## src/rtl/cu_pkg.sv

```systemverilog
// Shared encodings for the 8-bit processor control unit: opcodes, FSM state
// codes, ALU operation codes and small decode helpers.
package cu_pkg;

  localparam int STATE_W = 3;
  localparam int OPC_W   = 4;
  localparam int CNT_W   = 4;

  // state      | meaning
  // IDLE   (0) | one dead cycle after reset, then start fetching
  // FETCH  (1) | instruction memory request at PC, wait for ack
  // DECODE (2) | IR valid; branch, halt or dispatch to MEM
  // MEM    (3) | operand access at IR[3:0]; load/store/ALU on ack
  // HALT   (4) | HLT executed; terminal until reset
  // FAULT  (5) | memory ack timeout or bad state; terminal until reset
  typedef enum logic [STATE_W-1:0] {
    ST_IDLE   = 3'd0,
    ST_FETCH  = 3'd1,
    ST_DECODE = 3'd2,
    ST_MEM    = 3'd3,
    ST_HALT   = 3'd4,
    ST_FAULT  = 3'd5
  } cu_state_e;

  typedef enum logic [1:0] {
    ALU_PASS = 2'b00,
    ALU_ADD  = 2'b01,
    ALU_SUB  = 2'b10
  } alu_op_e;

  localparam logic [OPC_W-1:0] OP_NOP = 4'h0;
  localparam logic [OPC_W-1:0] OP_LDA = 4'h1;
  localparam logic [OPC_W-1:0] OP_STA = 4'h2;
  localparam logic [OPC_W-1:0] OP_ADD = 4'h3;
  localparam logic [OPC_W-1:0] OP_SUB = 4'h4;
  localparam logic [OPC_W-1:0] OP_JMP = 4'h5;
  localparam logic [OPC_W-1:0] OP_JZ  = 4'h6;
  localparam logic [OPC_W-1:0] OP_HLT = 4'hF;

  // Opcodes that need an operand memory access.
  function automatic logic needs_mem(input logic [OPC_W-1:0] op);
    return (op == OP_LDA) || (op == OP_STA) || (op == OP_ADD) || (op == OP_SUB);
  endfunction

  // Opcodes that write the accumulator when the operand arrives.
  function automatic logic writes_acc(input logic [OPC_W-1:0] op);
    return (op == OP_LDA) || (op == OP_ADD) || (op == OP_SUB);
  endfunction

  // ALU function selected for an accumulator-writing opcode.
  function automatic alu_op_e alu_for(input logic [OPC_W-1:0] op);
    alu_op_e res;
    case (op)
      OP_ADD:  res = ALU_ADD;
      OP_SUB:  res = ALU_SUB;
      default: res = ALU_PASS;
    endcase
    return res;
  endfunction

endpackage

```

## src/rtl/control_unit_if.sv

```systemverilog
// Memory handshake between the control unit and the instruction/data memory.
// Address itself comes from the datapath mux; only its select travels here.
interface control_unit_if;
  logic CU_mem_req;
  logic CU_mem_we;
  logic CU_addr_sel;
  logic CU_mem_ack;

  modport master (
    output CU_mem_req,
    output CU_mem_we,
    output CU_addr_sel,
    input  CU_mem_ack
  );

  modport slave (
    input  CU_mem_req,
    input  CU_mem_we,
    input  CU_addr_sel,
    output CU_mem_ack
  );
endinterface

```

## src/rtl/cu_ack_timer.sv

```systemverilog
// Memory ack wait counter. Counts request cycles without ack and flags the
// cycle on which one more miss would reach ACK_TIMEOUT, so the FSM can go to
// FAULT on that very cycle unless ack arrives (ack wins).
module cu_ack_timer
  import cu_pkg::*;
#(
  parameter int ACK_TIMEOUT = 15
) (
  input  logic CU_clk,
  input  logic CU_rst_n,
  input  logic clr,
  input  logic en,
  output logic timeout
);

  localparam logic [CNT_W-1:0] LAST_WAIT = CNT_W'(ACK_TIMEOUT - 1);

  logic [CNT_W-1:0] cnt_q;

  // Wait counter: cleared on every state change, steps on each missed ack.
  always_ff @(posedge CU_clk or negedge CU_rst_n) begin
    if (!CU_rst_n) begin
      cnt_q <= '0;
    end else if (clr) begin
      cnt_q <= '0;
    end else if (en) begin
      cnt_q <= cnt_q + CNT_W'(1);
    end
  end

  assign timeout = (cnt_q == LAST_WAIT);

endmodule

```

## src/rtl/control_unit.sv

```systemverilog
// Fetch/decode/execute sequencer. Mealy strobes decoded from state, the IR
// opcode, the zero flag and memory ack; state, wait counter and the sticky
// illegal-opcode flag are registered.
module control_unit
  import cu_pkg::*;
#(
  parameter int ACK_TIMEOUT = 15
) (
  input  logic                CU_clk,
  input  logic                CU_rst_n,
  input  logic [7:0]          CU_ir,
  input  logic                CU_zero,
  control_unit_if.master      mem,
  output logic                CU_ir_we,
  output logic                CU_pc_inc,
  output logic                CU_pc_load,
  output logic [1:0]          CU_alu_op,
  output logic                CU_acc_we,
  output logic                CU_halt,
  output logic                CU_illegal,
  output logic [STATE_W-1:0]  CU_state
);

  cu_state_e        state_q;
  cu_state_e        state_nxt;
  logic [OPC_W-1:0] opcode;
  logic             ack;
  logic             timeout;
  logic             wait_en;
  logic             illegal_set;
  logic             illegal_q;

  logic             mem_req;
  logic             mem_we;
  logic             addr_sel;

  // The operand field drives the datapath address mux directly.
  logic             ir_operand_unused;

  assign opcode            = CU_ir[7:4];
  assign ir_operand_unused = ^CU_ir[3:0];
  assign ack               = mem.CU_mem_ack;

  cu_ack_timer #(
    .ACK_TIMEOUT (ACK_TIMEOUT)
  ) u_ack_timer (
    .CU_clk   (CU_clk),
    .CU_rst_n (CU_rst_n),
    .clr      (state_nxt != state_q),
    .en       (wait_en),
    .timeout  (timeout)
  );

  // State register.
  always_ff @(posedge CU_clk or negedge CU_rst_n) begin
    if (!CU_rst_n) begin
      state_q <= ST_IDLE;
    end else begin
      state_q <= state_nxt;
    end
  end

  // Sticky illegal-opcode flag; only reset clears it.
  always_ff @(posedge CU_clk or negedge CU_rst_n) begin
    if (!CU_rst_n) begin
      illegal_q <= 1'b0;
    end else if (illegal_set) begin
      illegal_q <= 1'b1;
    end
  end

  // Next-state and strobe decode.
  always_comb begin
    state_nxt   = state_q;
    mem_req     = 1'b0;
    mem_we      = 1'b0;
    addr_sel    = 1'b0;
    CU_ir_we    = 1'b0;
    CU_pc_inc   = 1'b0;
    CU_pc_load  = 1'b0;
    CU_alu_op   = ALU_PASS;
    CU_acc_we   = 1'b0;
    CU_halt     = 1'b0;
    wait_en     = 1'b0;
    illegal_set = 1'b0;

    case (state_q)
      ST_IDLE: begin
        state_nxt = ST_FETCH;
      end

      ST_FETCH: begin
        mem_req = 1'b1;
        if (ack) begin
          CU_ir_we  = 1'b1;
          CU_pc_inc = 1'b1;
          state_nxt = ST_DECODE;
        end else begin
          wait_en = 1'b1;
          if (timeout) begin
            state_nxt = ST_FAULT;
          end
        end
      end

      ST_DECODE: begin
        if (needs_mem(opcode)) begin
          state_nxt = ST_MEM;
        end else begin
          case (opcode)
            OP_NOP: state_nxt = ST_FETCH;
            OP_JMP: begin
              CU_pc_load = 1'b1;
              state_nxt  = ST_FETCH;
            end
            OP_JZ: begin
              CU_pc_load = CU_zero;
              state_nxt  = ST_FETCH;
            end
            OP_HLT: state_nxt = ST_HALT;
            default: begin
              // Undefined opcode: flag it and carry on as a NOP.
              illegal_set = 1'b1;
              state_nxt   = ST_FETCH;
            end
          endcase
        end
      end

      ST_MEM: begin
        mem_req   = 1'b1;
        addr_sel  = 1'b1;
        mem_we    = (opcode == OP_STA);
        CU_alu_op = alu_for(opcode);
        if (ack) begin
          CU_acc_we = writes_acc(opcode);
          state_nxt = ST_FETCH;
        end else begin
          wait_en = 1'b1;
          if (timeout) begin
            state_nxt = ST_FAULT;
          end
        end
      end

      ST_HALT, ST_FAULT: begin
        CU_halt = 1'b1;
      end

      default: begin
        state_nxt = ST_FAULT;
      end
    endcase
  end

  assign mem.CU_mem_req  = mem_req;
  assign mem.CU_mem_we   = mem_we;
  assign mem.CU_addr_sel = addr_sel;
  assign CU_illegal      = illegal_q;
  assign CU_state        = state_q;

endmodule

```

## src/flat_wrapper.sv

```systemverilog
// flat-port wrapper written by rule: the top's interface ports become plain ports
module control_unit_flat import cu_pkg::*;
#(
  parameter int ACK_TIMEOUT = 15
)
  (CU_clk, CU_rst_n, CU_ir, CU_zero, CU_ir_we, CU_pc_inc, CU_pc_load, CU_alu_op, CU_acc_we, CU_halt, CU_illegal, CU_state, mem_CU_mem_req, mem_CU_mem_we, mem_CU_addr_sel, mem_CU_mem_ack);
  control_unit_if mem_i ();
  input  logic CU_clk;
  input  logic CU_rst_n;
  input  logic [7:0] CU_ir;
  input  logic CU_zero;
  output logic CU_ir_we;
  output logic CU_pc_inc;
  output logic CU_pc_load;
  output logic [1:0] CU_alu_op;
  output logic CU_acc_we;
  output logic CU_halt;
  output logic CU_illegal;
  output logic [STATE_W-1:0] CU_state;
  output wire logic [$bits(mem_i.CU_mem_req)-1:0] mem_CU_mem_req;
  output wire logic [$bits(mem_i.CU_mem_we)-1:0] mem_CU_mem_we;
  output wire logic [$bits(mem_i.CU_addr_sel)-1:0] mem_CU_addr_sel;
  input wire logic [$bits(mem_i.CU_mem_ack)-1:0] mem_CU_mem_ack;
  assign mem_CU_mem_req = mem_i.CU_mem_req;
  assign mem_CU_mem_we = mem_i.CU_mem_we;
  assign mem_CU_addr_sel = mem_i.CU_addr_sel;
  assign mem_i.CU_mem_ack = mem_CU_mem_ack;
  control_unit #(.ACK_TIMEOUT(ACK_TIMEOUT)) u_core (.CU_clk(CU_clk), .CU_rst_n(CU_rst_n), .CU_ir(CU_ir), .CU_zero(CU_zero), .mem(mem_i), .CU_ir_we(CU_ir_we), .CU_pc_inc(CU_pc_inc), .CU_pc_load(CU_pc_load), .CU_alu_op(CU_alu_op), .CU_acc_we(CU_acc_we), .CU_halt(CU_halt), .CU_illegal(CU_illegal), .CU_state(CU_state));
endmodule
```

## config.mk

```make
export PLATFORM = sky130hd
export DESIGN_NAME = control_unit_flat
export DESIGN_NICKNAME = d
export VERILOG_FILES = /design/src/rtl/cu_pkg.sv /design/src/rtl/control_unit_if.sv /design/src/rtl/cu_ack_timer.sv /design/src/rtl/control_unit.sv /design/src/flat_wrapper.sv
export SDC_FILE = /design/constraint.sdc
export NUM_CORES = 1
export LEC_CHECK = 0
export BUFFER_PORTS_ARGS = -buffer_cell sky130_fd_sc_hd__clkbuf_2
export CAP_MARGIN = 10
export CORE_UTILIZATION = 35
export CTS_BUF_LIST = sky130_fd_sc_hd__clkbuf_8
export DETAILED_ROUTE_END_ITERATION = 10
export PLACE_DENSITY = 0.71
export SKIP_LAST_GASP = 1
export SYNTH_ARGS = -nofsm -noshare
export SYNTH_HDL_FRONTEND = slang
export SYNTH_SLANG_ARGS = --single-unit
```

## constraint.sdc

```tcl
create_clock -name CU_clk -period 1.9 [get_ports CU_clk]
set_clock_uncertainty 0.15 [all_clocks]
set_input_delay 0.285 -clock CU_clk [delete_from_list [all_inputs] [get_ports CU_clk]]
set_output_delay 0.285 -clock CU_clk [all_outputs]
set_load 0.03 [all_outputs]
```

==> impl_metrics.csv, run 1 <==
group,metric,value,unit
synthesis,synth_nets,80,
synthesis,synth-compound-area-share,12.4,%
synthesis,ys_warn_count,0,
worst_setup_path,critPathKind,"register to output port",
power,clkPwrFrac,18.0,%
layout,n_antenna_cell,0,
worst_setup_path,crit_path_end_kind,"output port",
cts,numCtsBuffers,3,
power,power_switching_share,45.7,%
power,seqPwrFrac,23.8,%
floorplanning,io_pins,26,
worst_setup_path,crit_buf_inv,1,
floorplanning,placementRows,14,
power,p_switching,0.523,mW
cts,cts_tree,"done",
layout,syn2layout_area_growth,46.3,%
placed_design,port-buffer-count,21,
sta,rsz0062_at_grt,"true",
placed_design,hpwl,943,microns
route,routedWlPerCell,11.6,microns
route,route.detailed.drc,0,
power,report.power.total,1.14,mW
synthesis,synth.area.top_cells,"dfrtp_1 (35%), nor3b_1 (5.2%), ha_1 (4.3%)",
cts,clk_path_buf_depth,2,
sta,slew_viol_final,0,
synthesis,synth_top_family_by_area,"simple AND/OR/NAND/NOR gates",
cts,h-tree-depth,1,
worst_setup_path,cpPeakStageDelay,430,ps
grt,grt-ovfl-total,0,
synthesis,synth.cell_area,576,sq um
sta,period_share,98.9,%
floorplanning,die_y,42.6,microns
sta,finalSetupViolCount,0,
layout,fill_cells,136,
grt,grt_pass1_wl,1960,microns
synthesis,syn_inst,66,
synthesis,synthXorXnorAreaFrac,1.52,%
placed_design,dp.cells,103,
worst_setup_path,rrSetupSlack,270,ps
power,ir_worst_vdd,0.000932,V
synthesis,synth.avg_cell_area,8.72,sq um
synthesis,ys_seq_area_share,34.8,%
power,intPower,0.621,mW
layout,layoutNonFillerInstCount,108,
floorplanning,core,1520,sq um
grt,track_usage,14.0,%
route,dr.pass1.iters,4,
worst_setup_path,crit_family,"simple AND/OR/NAND/NOR gates",
sta,tightest_slew,389,ps
grt,grt_pass1_vias,457,
power,p_leak,0.396,nW
cts,clock_sinks,8,
synthesis,synth-simple-area-share,37.8,%
sta,fin_tns_setup,0,ps
synthesis,ys_ff_latch,8,
worst_setup_path,cp_slowest_cell,"or3b_4",
route,drtIter0Drc,12,
grt,antenna_found_initial,0,
floorplanning,die_w,42.6,microns
route,vias,566,
power,combPwrFrac,58.1,%
sta,post-route-min-period,1880,ps
sta,max_clock_freq,532,MHz
synthesis,synthDominantCellAreaShare,34.8,%
layout,final_cell_mix,"clkbuf_2 (18), dfrtp_1 (7), nand2_1 (6), buf_4 (6)",
worst_hold_path,worst_hold_path_type,"input port to asynchronous set/reset pin",
layout,final_area,842,sq um
cts,clockRootBuffer,"clkbuf_8",
cts,insertion_delay,220,ps
sta,relSlewSlack,74.0,%
synthesis,synth_top_cell_by_area,"dfrtp_1",
synthesis,synthMuxAreaShare,3.70,%
power,p_per_area,1360,nW/um^2
worst_setup_path,worstSetupStartpointType,"register",
synthesis,yosys.area_share.adder,4.35,%
sta,hold_violations,0,
layout,final_common_cell,"clkbuf_2",
outcome,status,"finished clean",
route,ant_nets,0,
placed_design,place_area,754,sq um
cts,post-cts-setup-buffers,0,
worst_setup_path,path_max_fanout,3,
flow_run,cap_violations,0,
cts,path_clk_slew,40,ps
route,totalWireLength,1250,microns
worst_setup_path,path_cells,"or3b_4 > nor4b_4 > clkbuf_8",
floorplanning,initial_utilization,37.8,%
floorplanning,fp.dieArea,1810,sq um
worst_setup_path,required,1460,ps
placed_design,place.gp.congestion,0.767,
worst_setup_path,crit_arrival,1440,ps
route,routed_via_density,5.24,
layout,num-nets-final,107,
grt,grt_max_degree,12,
synthesis,ys_types,33,
layout,final_layout_size_suffix_gt1_share,42.4,%
-- logic make-up (layout without fill, tap and decap cells) --
group / count (synthesis) / in the layout
adder cells (fa/ha/maj): 2 / 2
AO/OA/AOI/OAI: 12 / 12
flip-flops: 8 / 8
buffers and inverters: 7 / 33
AND/OR/NAND/NOR: 34 / 34
multiplexers: 2 / 2
XOR/XNOR: 1 / 1
-- timing repair --
| item | 4_1_cts | 5_1_grt |
|---|---|---|
| resized for setup | 4 | 5 |
| endpoints found under the setup margin | 4 | 4 |
| endpoints found under the hold margin | 8 | 0 |
| hold buffers | 1 | 0 |
-- cell type report --
cell class / instances / area [sq um] / share of cell area (%)
Sequential cell: 8 / 201 / 23.9
Clock inverter: 1 / 3.75 / 0.446
Tap cell: 16 / 20.0 / 2.38
Timing Repair Buffer: 27 / 166 / 19.8
Inverter: 2 / 7.51 / 0.892
Clock buffer: 3 / 41.3 / 4.90
Multi-Input combinational cell: 51 / 402 / 47.7
-- layer usage --
metal | share of wire (%) | GRT usage, % | up-vias
met5 | 0 | 0 | -
met4 | 0 | 3.75 | 0
met3 | 3.6 | 3.88 | 0
met2 | 45 | 20.0 | 13
met1 | 51 | 20.6 | 260
li1 | - | - | 293
-- synth_stat cells --
cell and number:
o21bai_1 1, nor2b_1 2, a211o_1 1, nor4b_1 2, and2_1 1, nand4_1 1
nand3_1 3, nor3_1 2, clkbuf_1 3, nor2_1 2, and2b_1 1, buf_2 1
nand4bb_1 1, a21oi_1 4, o21ai_0 4, or3b_2 1, inv_1 2, nand4b_1 2
nand2_1 6, nor3b_1 4, or3b_1 1, ha_1 2, a31oi_1 1, nand3b_1 1
o22a_1 1, xor2_1 1, mux2i_1 1, mux2_2 1, and3b_2 1, or3_1 2
and3_1 1, dfrtp_1 8, buf_4 1
-- flip-flops by register name, indices dropped and copies added (netlist names) --
| register | count |
|---|---|
| u_core.CU_illegal | 1 |
| u_core.CU_state | 3 |
| u_core.u_ack_timer.cnt_q | 4 |
-- per-stage QoR --
step | setup WS [ps] | hold WS [ps] | utilization, %
finish | 21.0 | 279 | 55.3
global route | -39.0 | 297 | 55.3
CTS | -90.7 | 280 | 54.2
detailed placement | 130 | -7.52 | 49.5
global placement | 138 | -10.3 | 49.5
floorplan | -119 | -161 | -
-- power by group through the flow --
stage	sequential, mW	clock, mW	combinational (mW)
floorplan	0.371	0	0.363
global placement	0.267	0	0.633
detailed placement	0.271	0	0.639
CTS	0.270	0.210	0.651
global route	0.279	0.221	0.716
finish	0.273	0.206	0.665
-- worst register-to-register path, cell delays in order, from the launching register on --
cell and delay (ps):
dfrtp_1 380, buf_4 170, or3b_1 360, or3_1 350
a21oi_1 150
-- worst paths after layout --
| check | startpoint | end | cells after the start |
|---|---|---|---|
| setup / recovery | u_core.CU_state[2] | CU_pc_load | 3 |
| hold / removal | CU_rst_n | u_core.CU_state[2] | 2 |
| setup reg to reg | u_core.CU_state[2] | u_core.u_ack_timer.cnt_q[3] | 4 |
| hold reg to reg | u_core.CU_illegal | u_core.CU_illegal | 1 |
| max in group asynchronous | CU_rst_n | u_core.CU_state[0] | 2 |
| min in group CU_clk | mem_CU_mem_ack | u_core.CU_state[1] | 3 |
Note: power is estimated with default switching activity, not from simulation.
==> run 2, diff against run 1 <==
Settings changed: SYNTH_HIERARCHICAL from default to 1.
==> run 2 against run 1 <==
Effect of this change: the run now ends with negative setup slack left; wire length increased by 16%; combinational power increased by 8.0%; first-iteration DRC count decreased by 50%; final cell count increased by 4.6%; critical path depth increased by 2; non-clock buffer count increased by 3; critical path type unchanged; largest power group unchanged.
==> impl_metrics.csv, run 2 <==
group,metric,value,unit
grt,grt_max_degree,9,
synthesis,synth-edff-count,0,
layout,final_area,888,sq um
layout,largest_register_ffs,4,
synthesis,ys_types,36,
grt,antenna_found_initial,0,
outcome,status,"finished, violations left",
synthesis,async_flop_share,100,%
cts,h-tree-depth,1,
placed_design,port-buffer-count,21,
route,drtIter0Drc,6,
synthesis,synth_top_cell_by_area,"dfrtp_1",
power,ir_worst_vdd,0.000596,V
synthesis,synth.avg_cell_area,9.04,sq um
placed_design,dp.cells,108,
sta,finalSetupViolCount,1,
worst_hold_path,worst_hold_path_type,"input port to asynchronous set/reset pin",
route,route.detailed.drc,0,
layout,top_register,"u_core/u_ack_timer/cnt_q",
sta,period_share,101,%
route,routedWlPerCell,12.8,microns
cts,clock_sinks,8,
sta,slew_viol_final,0,
sta,post-route-min-period,1910,ps
placed_design,place.gp.congestion,0.779,
synthesis,syn_inst,66,
worst_setup_path,rrSetupSlack,70,ps
synthesis,ys_ff_latch,8,
cts,path_clk_slew,40,ps
power,p_leak,0.434,nW
floorplanning,die_y,43.3,microns
layout,layoutNonFillerInstCount,113,
route,totalWireLength,1450,microns
grt,grt_pass1_vias,523,
route,dr.pass1.iters,4,
sta,rsz0062_at_grt,"true",
grt,grt_pass1_wl,2320,microns
synthesis,yosys-top-cells-count,"dfrtp_1 (8), nor2_1 (7), inv_1 (4)",
power,p_per_area,1380,nW/um^2
floorplanning,initial_utilization,38.7,%
layout,final_cell_mix,"clkbuf_2 (19), buf_4 (8), nor2_1 (7)",
worst_setup_path,critPathKind,"register to output port",
power,report.power.total,1.22,mW
synthesis,synth_nets,80,
synthesis,synth.cell_area,597,sq um
grt,grt-ovfl-total,0,
synthesis,synth.area.top_cells,"dfrtp_1 (34%), nor2_1 (4.4%), ha_1 (4.2%)",
synthesis,synthDominantCellAreaShare,33.5,%
route,ant_nets,0,
flow_run,cap_violations,0,
sta,hold_violations,0,
worst_setup_path,crit_arrival,1480,ps
synthesis,ys_seq_area_share,33.5,%
sta,whs,280,ps
cts,cts_tree,"done",
floorplanning,io_pins,26,
placed_design,hpwl,1080,microns
synthesis,yosys.cell_count.top_type,"dfrtp_1",
layout,final_layout_size_suffix_gt1_share,47.4,%
floorplanning,placementRows,14,
placed_design,preCtsSetupSlack,91.2,ps
floorplanning,fp.dieArea,1870,sq um
route,vias,586,
floorplanning,core,1540,sq um
cts,numCtsBuffers,3,
sta,relSlewSlack,73.7,%
layout,final_common_cell,"clkbuf_2",
grt,track_usage,17.7,%
layout,syn2layout_area_growth,48.8,%
layout,n_antenna_cell,0,
worst_setup_path,path_max_fanout,5,
route,routed_via_density,5.19,
worst_setup_path,required,1460,ps
synthesis,ys_warn_count,6,
sta,setup_slack,-13.8,ps
synthesis,synthFlopType,"dfrtp_1",
cts,clockRootBuffer,"clkbuf_8",
outcome,failed_checks,"negative setup slack",
placed_design,place_area,808,sq um
layout,num-nets-final,112,
floorplanning,die_w,43.3,microns
sta,tightest_slew,391,ps
worst_setup_path,crit_path_end_kind,"output port",
worst_setup_path,worstSetupStartpointType,"register",
cts,insertion_delay,230,ps
cts,clk_path_buf_depth,2,
sta,max_clock_freq,523,MHz
run 2: cell families after synthesis:
logic type / after synthesis / share of synthesized area, %
and+or+nand+nor: 31 / 30.2
AOI/OAI and AO/OA: 12 / 16.1
buffers and inverters: 8 / 7.13
DFF: 8 / 33.5
muxes: 3 / 5.87
xor gates and xnor gates: 2 / 2.94
adders and majority gates: 2 / 4.19
run 2: layer usage:
| metal | wire length, microns | GRT usage, % | part of all wire (%) |
|---|---|---|---|
| met5 | 0 | 0 | 0 |
| met2 | 628 | 25.4 | 43 |
| met4 | 38 | 10.9 | 2.6 |
| met1 | 707 | 21.8 | 49 |
| met3 | 71 | 7.23 | 4.9 |
run 2: power by group:
group          internal (mW)  leakage [nW]  switching (mW)
combinational          0.274         0.309           0.444
sequential             0.226        0.0986          0.0684
clock                  0.140        0.0269          0.0684
total                  0.640         0.434           0.581
run 2: worst paths after layout:
kind | end | cells past startpoint | from
hold / removal | u_core/u_ack_timer/cnt_q[3] | 2 | CU_rst_n
hold reg to reg | u_core/CU_illegal | 1 | u_core/CU_illegal
min in group CU_clk | u_core/CU_state[1] | 3 | mem_CU_mem_ack
max in group asynchronous | u_core/CU_state[2] | 2 | CU_rst_n
setup reg to reg | u_core/u_ack_timer/cnt_q[3] | 8 | u_core/u_ack_timer/cnt_q[0]
setup / recovery | mem_CU_mem_we | 5 | u_core/CU_state[2]
run 2: final cells by class:
class,instances,area [sq um]
inverters,5,21.3
multi-input cells,50,413
clock buffers,3,41.3
clock inverters,1,3.75
flip-flops and latches,8,203
repair buffers,30,186
well taps,16,20.0
fillers,149,653
run 2: stage by stage:
step | setup TNS (ps) | util, %
2_1_floorplan | -11.8 | -
3_3_place_gp | 0 | 52.4
3_5_place_dp | 0 | 52.4
4_1_cts | -13.8 | 57.5
5_1_grt | -77.7 | 57.6
6_report | -13.8 | 57.6
run 2: what timing repair did:
action | in CTS | in global routing
buffers inserted | 0 | 0
pin swaps | 1 | 0
hold endpoints to repair | 8 | 0
setup endpoints to repair | 3 | 3
gates resized for setup | 4 | 2
hold buffers | 1 | 0
run 2: worst max-delay path, cell delays in order (launching register included):
cell and delay, ps:
dfrtp_2 420, nand2b_4 180, inv_4 80, nand3_4 120, nor4b_4 240, clkbuf_8 200
==> run 3, diff against run 2 <==
Settings changed: SETUP_SLACK_MARGIN from default to 0.4, SYNTH_HIERARCHICAL 1 to default.
==> run 3 against run 2 <==
Effect of this change: the run still ends with negative setup slack left; core utilization is 7.9 points higher; die area is 3.4% lower; sequential share of layout area is 2.4 points lower; combinational power is 23% higher; wire length is 2.1% higher; fmax is 0.84% lower; sequential cell count stayed put; largest power group unchanged; hold slack better by 3.6 ps; count of clock-buffer cells in the layout stayed put; highest routed layer is now met3; register-to-register slack better by 200 ps; design area is 12% higher.
==> impl_metrics.csv, run 3 (same netlist as run 1, synthesis figures left out) <==
group,metric,value,unit
cts,path_clk_slew,50,ps
cts,numCtsBuffers,3,
floorplanning,io_pins,26,
power,combPwrFrac,64.2,%
worst_setup_path,path_cells,"or3b_4 > nor4b_4 > clkbuf_8",
power,intPower,0.794,mW
worst_setup_path,crit_path_end_kind,"output port",
floorplanning,die_w,42.6,microns
floorplanning,core,1520,sq um
sta,rsz0062_at_grt,"true",
route,routed_via_density,5.32,
layout,syn2layout_area_growth,73.5,%
power,p_leak,0.463,nW
layout,fill_cells,125,
floorplanning,initial_utilization,37.8,%
worst_setup_path,worstSetupStartpointType,"register",
layout,layoutNonFillerInstCount,114,
worst_setup_path,rrSetupSlack,270,ps
route,vias,606,
grt,grt_pass1_vias,564,
power,seqPwrFrac,20.5,%
layout,final_layout_size_suffix_gt1_share,53.1,%
worst_setup_path,crit_arrival,1490,ps
floorplanning,die_y,42.6,microns
route,totalWireLength,1480,microns
sta,hold_violations,0,
layout,n_antenna_cell,0,
power,power_switching_share,42.2,%
sta,max_clock_freq,518,MHz
worst_setup_path,path_max_fanout,4,
worst_setup_path,r2r-start,"u_core.CU_state[2]",
sta,relSlewSlack,80.5,%
power,ir_worst_vdd,0.000909,V
outcome,status,"finished, violations left",
power,p_switching,0.581,mW
route,ant_nets,0,
placed_design,place.gp.congestion,0.815,
cts,clk_path_buf_depth,2,
route,drtIter0Drc,17,
sta,fin_tns_setup,-29.9,ps
cts,clock_sinks,8,
sta,tightest_slew,291,ps
placed_design,dp.cells,104,
layout,largest_register_ffs,4,
floorplanning,fp.dieArea,1810,sq um
worst_setup_path,cp_slowest_cell,"dfrtp_2",
cts,insertion_delay,230,ps
layout,final_cell_mix,"clkbuf_8 (11), clkbuf_2 (11), buf_4 (10)",
layout,final_area,998,sq um
route,dr.pass1.iters,4,
sta,finalSetupViolCount,1,
placed_design,hpwl,992,microns
power,clkPwrFrac,15.3,%
sta,setup_slack,-29.9,ps
power,p_per_area,1380,nW/um^2
route,routedWlPerCell,12.9,microns
flow_run,cap_violations,0,
grt,antenna_found_initial,0,
worst_setup_path,crit_buf_inv,1,
cts,cts_tree,"done",
grt,grt_max_degree,12,
placed_design,preCtsSetupSlack,134,ps
layout,top_register,"u_core.u_ack_timer.cnt_q",
layout,finish.utilization,65.5,%
sta,post-route-min-period,1930,ps
outcome,failed_checks,"negative setup slack",
placed_design,port-buffer-count,21,
sta,slew_viol_final,0,
worst_hold_path,worst_hold_path_type,"input port to asynchronous set/reset pin",
layout,num-nets-final,113,
cts,h-tree-depth,1,
cts,clockRootBuffer,"clkbuf_8",
worst_setup_path,critPathKind,"register to output port",
worst_setup_path,crit_family,"simple AND/OR/NAND/NOR gates",
sta,period_share,102,%
grt,grt_pass1_wl,2420,microns
grt,grt-ovfl-total,0,
worst_setup_path,required,1460,ps
worst_setup_path,worst_r2r_endpoint,"u_core.u_ack_timer.cnt_q[3]",
grt,track_usage,17.9,%
worst_setup_path,cpPeakStageDelay,410,ps
worst_setup_path,reg2reg_depth,4,
route,route.detailed.drc,0,
placed_design,place_area,798,sq um
floorplanning,placementRows,14,
[run 3: changes by cell type in the layout (fill, tap and decap cells not counted), sizes merged, moves of 3 or more]
cell	previous run	this run
nor3b	0	4
inv	6	3
buf	8	13
nor2	7	2
o21ai	1	4
nand2b	3	0
nand2	3	6
[run 3: how the worst max path moves through the flow]
stage,depth (start not counted),endpoint,start
2_1_floorplan,3,CU_pc_load,u_core.CU_state[0]
3_3_place_gp,3,CU_pc_load,u_core.CU_state[2]
3_5_place_dp,3,CU_pc_load,u_core.CU_state[2]
4_1_cts,3,CU_pc_load,u_core.CU_state[2]
5_1_grt,3,CU_pc_load,u_core.CU_state[2]
6_report,3,CU_pc_load,u_core.CU_state[2]
[run 3: stage by stage]
stage | hold WS (ps) | total power, mW
3_5_place_dp | -6.73 | 0.955
5_1_grt | 291 | 1.46
3_3_place_gp | -6.91 | 0.939
6_report | 284 | 1.37
2_1_floorplan | -161 | 0.787
4_1_cts | 283 | 1.33
[run 3: area by class of cell]
class                   count  area (sq um)  share of cell area [%]
clock buffers               3          41.3                    4.14
clock inverters             1          3.75                   0.376
inverters                   2          7.51                   0.752
multi-input cells          51           430                    43.1
flip-flops and latches      8           204                    20.4
well taps                  16          20.0                    2.01
repair buffers             33           292                    29.2
[run 3: layer usage]
layer,GRT usage (%),up-vias,share of wire (%)
met1,21.8,291,47
li1,-,302,-
met4,4.38,0,0
met3,7.76,0,3.7
met5,0,-,0
met2,28.9,13,49
[run 3: power by group through the flow]
stage	registers, mW	logic (mW)	clock network (mW)
global placement	0.278	0.661	0
detailed placement	0.281	0.674	0
finish	0.282	0.883	0.210
global route	0.289	0.937	0.230
floorplan	0.378	0.408	0
CTS	0.279	0.836	0.219
[run 3: repair_timing]
item	4_1_cts	5_1_grt
pin swaps	2	0
setup endpoints to repair	12	12
hold buffers	1	0
setup buffers	4	1
resized for setup	23	4
endpoints found under the hold margin	8	0
